==> config.mk <==
export PLATFORM = sky130hd
export DESIGN_NAME = seg_scan_driver
export DESIGN_NICKNAME = d
export VERILOG_FILES = /design/src/rtl/seg_pkg.sv /design/src/rtl/bcd_to_seg7.sv /design/src/rtl/seg_scan_driver.sv
export SDC_FILE = /design/constraint.sdc
export NUM_CORES = 1
export LEC_CHECK = 0
export CAP_MARGIN = 20
export CORE_MARGIN = 2
export CORE_UTILIZATION = 28
export CTS_CLUSTER_DIAMETER = 40
export DETAILED_ROUTE_END_ITERATION = 8
export MAX_ROUTING_LAYER = met4
export PLACE_DENSITY = 0.58
export SYNTH_ARGS = -nofsm -noshare
export SYNTH_HDL_FRONTEND = slang
export SYNTH_HIERARCHICAL = 1
export SYNTH_SLANG_ARGS = --single-unit
==> constraint.sdc <==
create_clock -name clk -period 3.1 [get_ports clk]
set_input_delay 0.62 -clock clk [delete_from_list [all_inputs] [get_ports clk]]
set_output_delay 0.62 -clock clk [all_outputs]
set_load 0.02 [all_outputs]
==> src/rtl/seg_pkg.sv <==
// Shared 7-segment display constants and the BCD segment pattern table.
package seg_pkg;

  localparam int unsigned NUM_DIG = 6;
  localparam int unsigned BCD_W   = 4;

  // Segment vectors are {g,f,e,d,c,b,a}, active-low.
  localparam logic [6:0] SEG_OFF  = 7'h7F;
  localparam logic [6:0] SEG_DASH = 7'b0111111;

  // 0-9 are standard glyphs; 10-15 are not BCD and show a dash.
  localparam logic [6:0] SEG_TABLE [16] = '{
    7'b1000000, // 0
    7'b1111001, // 1
    7'b0100100, // 2
    7'b0110000, // 3
    7'b0011001, // 4
    7'b0010010, // 5
    7'b0000010, // 6
    7'b1111000, // 7
    7'b0000000, // 8
    7'b0010000, // 9
    SEG_DASH, SEG_DASH, SEG_DASH, SEG_DASH, SEG_DASH, SEG_DASH
  };

endpackage

==> src/rtl/bcd_to_seg7.sv <==
// Combinational BCD nibble to active-low 7-segment pattern lookup.
module bcd_to_seg7
  import seg_pkg::*;
(
  input  logic [BCD_W-1:0] bcd_i,
  output logic [6:0]       seg_n_o
);

  // Table lookup; non-BCD codes resolve to the dash entry.
  always_comb begin
    seg_n_o = SEG_TABLE[bcd_i];
  end

endmodule

==> src/rtl/seg_scan_driver.sv <==
// Six-digit multiplexed 7-segment driver with per-frame digit snapshot,
// anti-ghost blanking window and leading-zero blanking.
module seg_scan_driver
  import seg_pkg::*;
#(
  parameter int unsigned N         = 10,
  parameter int unsigned NUM_DIG   = 6,
  parameter int unsigned BLANK_CNT = 16,
  parameter int unsigned LZB_DIGS  = 2
) (
  input  logic                 clk,
  input  logic                 hard_reset,
  input  logic [N-1:0]         dp_count,
  input  logic [4*NUM_DIG-1:0] digits_in,
  input  logic [NUM_DIG-1:0]   dp_mask,
  input  logic                 lzb_en,
  output logic [6:0]           seg_n,
  output logic                 dp_n,
  output logic [NUM_DIG-1:0]   dig_n,
  output logic                 frame_start
);

  if (BLANK_CNT >= (2 ** N)) begin : g_bad_blank
    $error("seg_scan_driver: BLANK_CNT must be below 2**N");
  end
  if (NUM_DIG != seg_pkg::NUM_DIG) begin : g_bad_numdig
    $error("seg_scan_driver: only six digits are supported");
  end
  if (LZB_DIGS > NUM_DIG) begin : g_bad_lzb
    $error("seg_scan_driver: LZB_DIGS exceeds digit count");
  end

  localparam logic [N-1:0] BLANK_N = BLANK_CNT[N-1:0];

  logic [2:0]                     scan_idx_q, scan_idx_d;
  logic [NUM_DIG-1:0][BCD_W-1:0]  shadow_q, shadow_d;
  logic [NUM_DIG-1:0]             shadow_dp_q, shadow_dp_d;
  logic [6:0]                     seg_q, seg_d;
  logic                           dp_q, dp_d;
  logic [NUM_DIG-1:0]             dig_q, dig_d;
  logic                           fs_q, fs_d;

  logic                           wrap;
  logic                           idx_valid;
  logic                           blank;
  logic                           snap;
  logic [2:0]                     sel;
  logic [BCD_W-1:0]               cur_nib;
  logic [6:0]                     dec_seg;
  logic [NUM_DIG-1:0]             lzb_blank;
  logic                           zero_above;

  // Segment decode of the digit currently being scanned.
  bcd_to_seg7 u_dec (
    .bcd_i   (cur_nib),
    .seg_n_o (dec_seg)
  );

  // Leading-zero mask: walk from the top digit down while the shadow stays zero.
  always_comb begin
    lzb_blank  = '0;
    zero_above = 1'b1;
    for (int unsigned k = 0; k < NUM_DIG; k++) begin
      zero_above = zero_above && (shadow_q[NUM_DIG-1-k] == '0);
      if (lzb_en && zero_above && ((NUM_DIG - 1 - k) >= (NUM_DIG - LZB_DIGS))
          && ((NUM_DIG - 1 - k) != 0)) begin
        lzb_blank[NUM_DIG-1-k] = 1'b1;
      end
    end
  end

  // Next-state for scan index, snapshot and registered outputs.
  always_comb begin
    wrap        = (dp_count == '1);
    idx_valid   = (scan_idx_q < 3'd6);
    sel         = idx_valid ? scan_idx_q : 3'd0;
    // An out-of-range index is treated like a blank period while it recovers.
    blank       = (dp_count < BLANK_N) || wrap || !idx_valid;
    snap        = wrap && (scan_idx_q == 3'd5);

    scan_idx_d  = scan_idx_q;
    if (!idx_valid) begin
      scan_idx_d = 3'd0;
    end else if (wrap) begin
      scan_idx_d = (scan_idx_q == 3'd5) ? 3'd0 : scan_idx_q + 3'd1;
    end

    shadow_d    = snap ? digits_in : shadow_q;
    shadow_dp_d = snap ? dp_mask : shadow_dp_q;

    cur_nib     = shadow_q[sel];
    dig_d       = blank ? '1 : ~(6'b000001 << sel);
    seg_d       = (blank || lzb_blank[sel]) ? SEG_OFF : dec_seg;
    dp_d        = blank ? 1'b1 : ~shadow_dp_q[sel];
    fs_d        = snap;
  end

  // State and output registers.
  always_ff @(posedge clk or negedge hard_reset) begin
    if (!hard_reset) begin
      scan_idx_q  <= '0;
      shadow_q    <= '0;
      shadow_dp_q <= '0;
      seg_q       <= SEG_OFF;
      dp_q        <= 1'b1;
      dig_q       <= '1;
      fs_q        <= 1'b0;
    end else begin
      scan_idx_q  <= scan_idx_d;
      shadow_q    <= shadow_d;
      shadow_dp_q <= shadow_dp_d;
      seg_q       <= seg_d;
      dp_q        <= dp_d;
      dig_q       <= dig_d;
      fs_q        <= fs_d;
    end
  end

  assign seg_n       = seg_q;
  assign dp_n        = dp_q;
  assign dig_n       = dig_q;
  assign frame_start = fs_q;

endmodule

# Word-level counts from Yosys, hierarchy flattened
# Memories as Yosys holds them, arrays and structs flattened.
# Index checks and enable logic that the tools add are counted.
[totals]
reg_bits = 48
romBits = 112
word_cells = 52
mem_count = 1
[op_classes]
add_sub_neg = 1
n_lt_le_gt_ge = 4
eq_ne = 3
n_shift = 1
muxes = 17
n_bitwise = 3
reduce_logical = 10
[mem_list]
columns = ["name", "depth", "width", "read_ports", "rd_clocked_by_memory_dff", "write_ports", "line_no", "source"]
rows = [
  ["(no name shown)", 16, 7, 1, 0, 0, "bcd_to_seg7.sv:11", "seg_n_o = SEG_TABLE[bcd_i];"],
]
[ops]
columns = ["cell", "n"]
rows = [
  ["7-bit 2-to-1 mux", 3],
  ["4-bit binary-select mux with 3-bit select", 1],
  ["3-bit 2-to-1 mux", 4],
  ["10-bit == test, second input constant", 1],
  ["10-bit by 5-bit < comparator with 1-bit output, second input constant", 1],
  ["4-bit logical NOT", 2],
  ["1-bit binary-select mux with 3-bit select", 2],
  ["6-bit 2-to-1 mux", 1],
  ["6-bit NOT", 1],
  ["1-bit by 3-bit left shift with 6-bit output, first input constant", 1],
  ["5-bit >= comparator, second input constant", 1],
  ["1-bit 2-to-1 mux", 5],
  ["4-bit NOT with 5-bit output", 1],
  ["1-bit logical AND", 4],
  ["3-bit by 4-bit < comparator with 1-bit output, second input constant", 1],
  ["4-bit 2-to-1 mux", 1],
  ["3-bit by 1-bit adder with 3-bit output, second input constant", 1],
  ["3-bit == test, second input constant", 1],
  ["1-bit logical OR", 3],
  ["3-bit < comparator, second input constant", 1],
  ["2-bit != test, second input constant", 1],
  ["1-bit logical NOT", 1],
  ["1-bit NOT", 1],
]

# Depth between registers and ports, before layout
[logic_depth]
word_depth = 9
ltp_mapped = 10

# Modules after synthesis
# Netlist, hierarchy kept.
[by_module_without_submodules]
columns = ["mod", "instances", "cells_per_inst", "area_per_inst_um2", "seq_area_each_um2"]
rows = [
  ["seg_scan_driver", 1, 150, 2279.7, 1218.7],
  ["bcd_to_seg7", 1, 33, 209.0, 0.0],
]

# Worst setup path before layout
# No wires, ideal clock.
[synth_timing]
path_type = "reg-to-reg"
startpoint = "reg scan_idx_q[1]"
endpoint = "reg seg_q[3] (netlist: seg_n[3])"
t_arrival_ns = 2.273
slack_ns = 0.743
path_stages_with_launch = 9
n_path_buf = 1
period_less_slack_ns = 2.357
path_cell_list = "dfrtp_1 -> buf_2 -> mux4_2 -> mux2_2 -> ha_1 -> or2_4 -> a21oi_2 -> nor2_1 -> or2_2"
[synth_via]
elab_chain_len = 9
[synth_lines]
columns = ["item", "line_no", "source"]
rows = [
  ["start, declared", "seg_scan_driver.sv:35", "logic [2:0] scan_idx_q, scan_idx_d;"],
  ["start signal, assigned", "seg_scan_driver.sv:109", "scan_idx_q <= scan_idx_d;"],
  ["3-bit < comparator", "seg_scan_driver.sv:75", "idx_valid = (scan_idx_q < 3'd6);"],
  ["3-bit 2-to-1 mux *", "seg_scan_driver.sv:76", "sel = idx_valid ? scan_idx_q : 3'd0;"],
  ["4-bit binary-select mux with 3-bit select *", "seg_scan_driver.sv:91", "cur_nib = shadow_q[sel];"],
  ["4-bit 2-to-1 mux (implied by the code) *", "seg_scan_driver.sv:91", ""],
  ["net cur_nib[0]", "seg_scan_driver.sv:48", "logic [BCD_W-1:0] cur_nib;"],
  ["4-bit NOT with 5-bit output (implied by the code) *", "bcd_to_seg7.sv:11", ""],
  ["memory read 16 x 7 bit *", "--", ""],
  ["7-bit 2-to-1 mux (implied by the code) * (2 in series)", "bcd_to_seg7.sv:11", ""],
  ["net dec_seg[3]", "seg_scan_driver.sv:49", "logic [6:0] dec_seg;"],
  ["7-bit 2-to-1 mux *", "seg_scan_driver.sv:93", "seg_d = (blank || lzb_blank[sel]) ? SEG_OFF : dec_seg;"],
  ["net seg_d[3]", "seg_scan_driver.sv:38", "logic [6:0] seg_q, seg_d;"],
  ["end signal, assigned", "seg_scan_driver.sv:112", "seg_q <= seg_d;"],
  ["end, declared", "seg_scan_driver.sv:38", ""],
]
# The timed path passes the listed nets; every way through them passes the cells marked *. The select of a mux whose other input is x is not followed.
# A chain may end at the register's enable or synchronous reset.

# Final worst setup path
[layout_timing]
startpoint = "reg scan_idx_q[1]"
endpoint = "reg seg_q[5] (netlist: seg_n[5])"
# The elaborated chain is that of the path after synthesis.

==> impl_metrics.csv <==
group,metric,value,unit
timing,tightestPinTransition,0.4985,ns
cts,cts-root-buf,"clkbuf_8",
timing,min_period,2.454,ns
floorplan,start_util,0.2868,
timing,finalCritPeriodShare,0.7917,
final_layout,syn2layout_area_growth,30.27,%
worst_hold_path,hp-class,"input port to asynchronous set/reset pin",
timing,fin_ws,0.6456,ns
pwr,power,1177,µW
critical_path,crit_type,"flop to flop",
critical_path,cp-start-kind,"flop",
floorplan,fp.dieW,98.28,µm
logic_synthesis,synth_xor_xnor_area_share,0.003519,
cts,clock_latency,0.30,ns
floorplan,die_height,98.28,µm
grt,grt_pass1_wl,8.183,mm
pwr,powerDensity,363.0,nW/µm²
critical_path,cp_max_fo,10,
grt,grt-ovfl-total,0,
critical_path,cp.arrival,2.69,ns
logic_synthesis,synth_cell_types,39,
final_layout,drive_above_1_share,0.3320,
grt,grt_max_degree,49,
outcome,outcome,"completed",
cts,clock_path_buffers,2,
critical_path,crit_family,"multiplexers",
timing,setup_tns,0,ns
final_layout,final_common_cell,"clkdlybuf4s50_1",
cts,htree_levels,2,
cts,cts_made_buffers,5,
timing,rsz0062_at_grt,"no",
critical_path,path_cells,"mux4_2 -> mux2_2 -> ha_1 -> or2b_1 -> a21oi_1 -> nor2_1 -> or2_2",
route,viasPerCell,4.347,
logic_synthesis,synth.yosys.seq_area_share,0.4897,
final_layout,layout_common_cells,"clkdlybuf4s50_1, dfrtp_1, mux2_4",
place,dp_hpwl,3.509,mm
timing,slew_headroom,0.6676,
floorplan,num_rows,34,
grt,grt_pass1_vias,1597,
route,drt_iter0_drc,39,
final_layout,insertedDiodeCount,0,
cts,cts.reportedPaths.clkPinSlew,0.09,ns
logic_synthesis,synth_area_per_cell,13.60,µm²
cts,cts_tree,"done",
cts,clock-sinks,48,
route,drc,0,
critical_path,critPathRequiredTime,3.34,ns
logic_synthesis,synth_edf_count,0,
logic_synthesis,synthAdderAreaFrac,0.02514,
critical_path,cp_num_buf_inv,0,
pwr,ir_drop,0.1655,mV
grt,antenna_found_initial,0,
timing,clock_skew,0.007752,ns
place,routabilityCongestion,0.7693,
logic_synthesis,synthCells,183,
cts,hold_buffers,0,
route,wl_per_cell,13.94,µm
place,place_ws,0.4651,ns
timing,timing.fmax,0.4074,GHz
floorplan,die-area,9658,µm²
final_layout,fin_nets,288,
logic_synthesis,synthMuxAreaShare,0.2670,
logic_synthesis,async_flop_share,1.000,
pwr,p_leak,0.001389,µW
critical_path,critPathCaptureType,"flop",
logic_synthesis,synth-compound-area-share,0.04223,
floorplan,ioPinCount,58,
final_layout,final_cells,349,
cts,cts_resized,0,
route,drtPass1Iterations,4,
logic_synthesis,synth_top_family_by_area,"multiplexers",
logic_synthesis,synth-seq-cells,48,
final_layout,final_util,0.3736,
route,num_vias,1517,
logic_synthesis,yosysWarnings,6,
logic_synthesis,synth_area,2489,µm²
job,maxCapViolCount,0,
logic_synthesis,yosys.area_share.simple,0.1247,
grt,grt_use_total,0.1114,
place,portBuffers,57,
place,place_inst,340,
critical_path,max_stage_delay,0.59,ns
floorplan,coreArea,8678,µm²
critical_path,crit_path_top_delay_cell,"dfrtp_1",
timing,drv_slew,0,
route,routed_wl,4.864,mm
route,ant_nets,0,
cts,cts_setup_buffers,0,
timing,hold_violations,0,
logic_synthesis,synth-main-ff-cell,"dfrtp_1",
logic_synthesis,syn-num-nets,231,
timing,setup_viol,0,
worst reg2reg max path: cells and delay by family (launching register included):
kind,cells,cell delay (ns)
AO/OA/AOI/OAI,1,0.15
adder cells (fa/ha/maj),1,0.21
flip-flops,1,0.59
multiplexers,2,0.89
AND/OR/NAND/NOR,3,0.55
final timing paths:
check,start,end,slack (ns),cells past startpoint
max,scan_idx_q[1],seg_n[5],0.65,7
max in group asynchronous,hard_reset,dp_n,2.45,2
min,hard_reset,dig_n[5],0.35,1
max reg2reg,scan_idx_q[1],seg_n[5],0.65,7
min reg2reg,shadow_q[4],shadow_q[4],0.51,1
min in group clk,shadow_q[4],shadow_q[4],0.51,1
layer usage:
| metal | global-route usage | share of wire | wire, µm | up-vias |
|---|---|---|---|---|
| met1 | 0.1526 | 0.50 | 2408 | 723 |
| met2 | 0.1617 | 0.44 | 2153 | 35 |
| li1 | - | - | - | 751 |
| met5 | - | 0 | 0 | - |
| met4 | 0.03161 | 0.013 | 63 | 0 |
| met3 | 0.03221 | 0.049 | 239 | 8 |
registers in the layout, indices dropped and copies added (netlist names):
signal,cells
frame_start,1
shadow_dp_q,6
seg_n,7
dig_n,6
dp_n,1
scan_idx_q,3
shadow_q,24
Yosys cell counts (all sizes together) (3+ instances only):
master | n | share of area
buf | 10 | 0.043
ha | 5 | 0.025
mux2 | 34 | 0.20
dfstp | 14 | 0.15
nand2b | 4 | 0.010
o21ai | 9 | 0.018
mux2i | 6 | 0.024
nand3b | 3 | 0.0090
or2 | 8 | 0.021
dfrtp | 34 | 0.34
nor2 | 9 | 0.014
a21oi | 6 | 0.015
mux4 | 5 | 0.045
nand2 | 13 | 0.023
nand3 | 3 | 0.0060
where the power goes:
group / switching, µW / internal [µW] / leakage (µW) / total, µW
sequential: 2.42 / 631 / 0.000621 / 633
combinational: 33.3 / 58.8 / 0.000713 / 92.1
clock: 212 / 240 / 0.0000552 / 451
metrics by stage:
| stage | hold slack, ns | cell area, µm² |
|---|---|---|
| 6_report | 0.3509 | 3242 |
| 5_1_grt | 0.3520 | 3242 |
| 4_1_cts | 0.5207 | 3222 |
| 3_5_place_dp | 0.4932 | 3114 |
| 3_3_place_gp | 0.4927 | 3114 |
| 2_1_floorplan | 0.3244 | 2489 |
cell families (layout without fill, tap and decap cells):
kind of cell,count (synthesis),after routing
xor+xnor,1,1
mux,45,45
fa+ha+maj,5,5
flops,48,48
buf+inv,13,71
simple gates,53,53
compound gates,18,18
layout make-up:
class / count / area, µm²
fill: 864 / 5436
sequential: 48 / 1219
multi-input combinational: 122 / 1152
timing repair buffer: 61 / 620.6
tap: 108 / 135.1
clock buffer: 6 / 72.57
clock inverter: 2 / 35.03
inverter: 2 / 7.507
(Power assumes the default switching activity.)
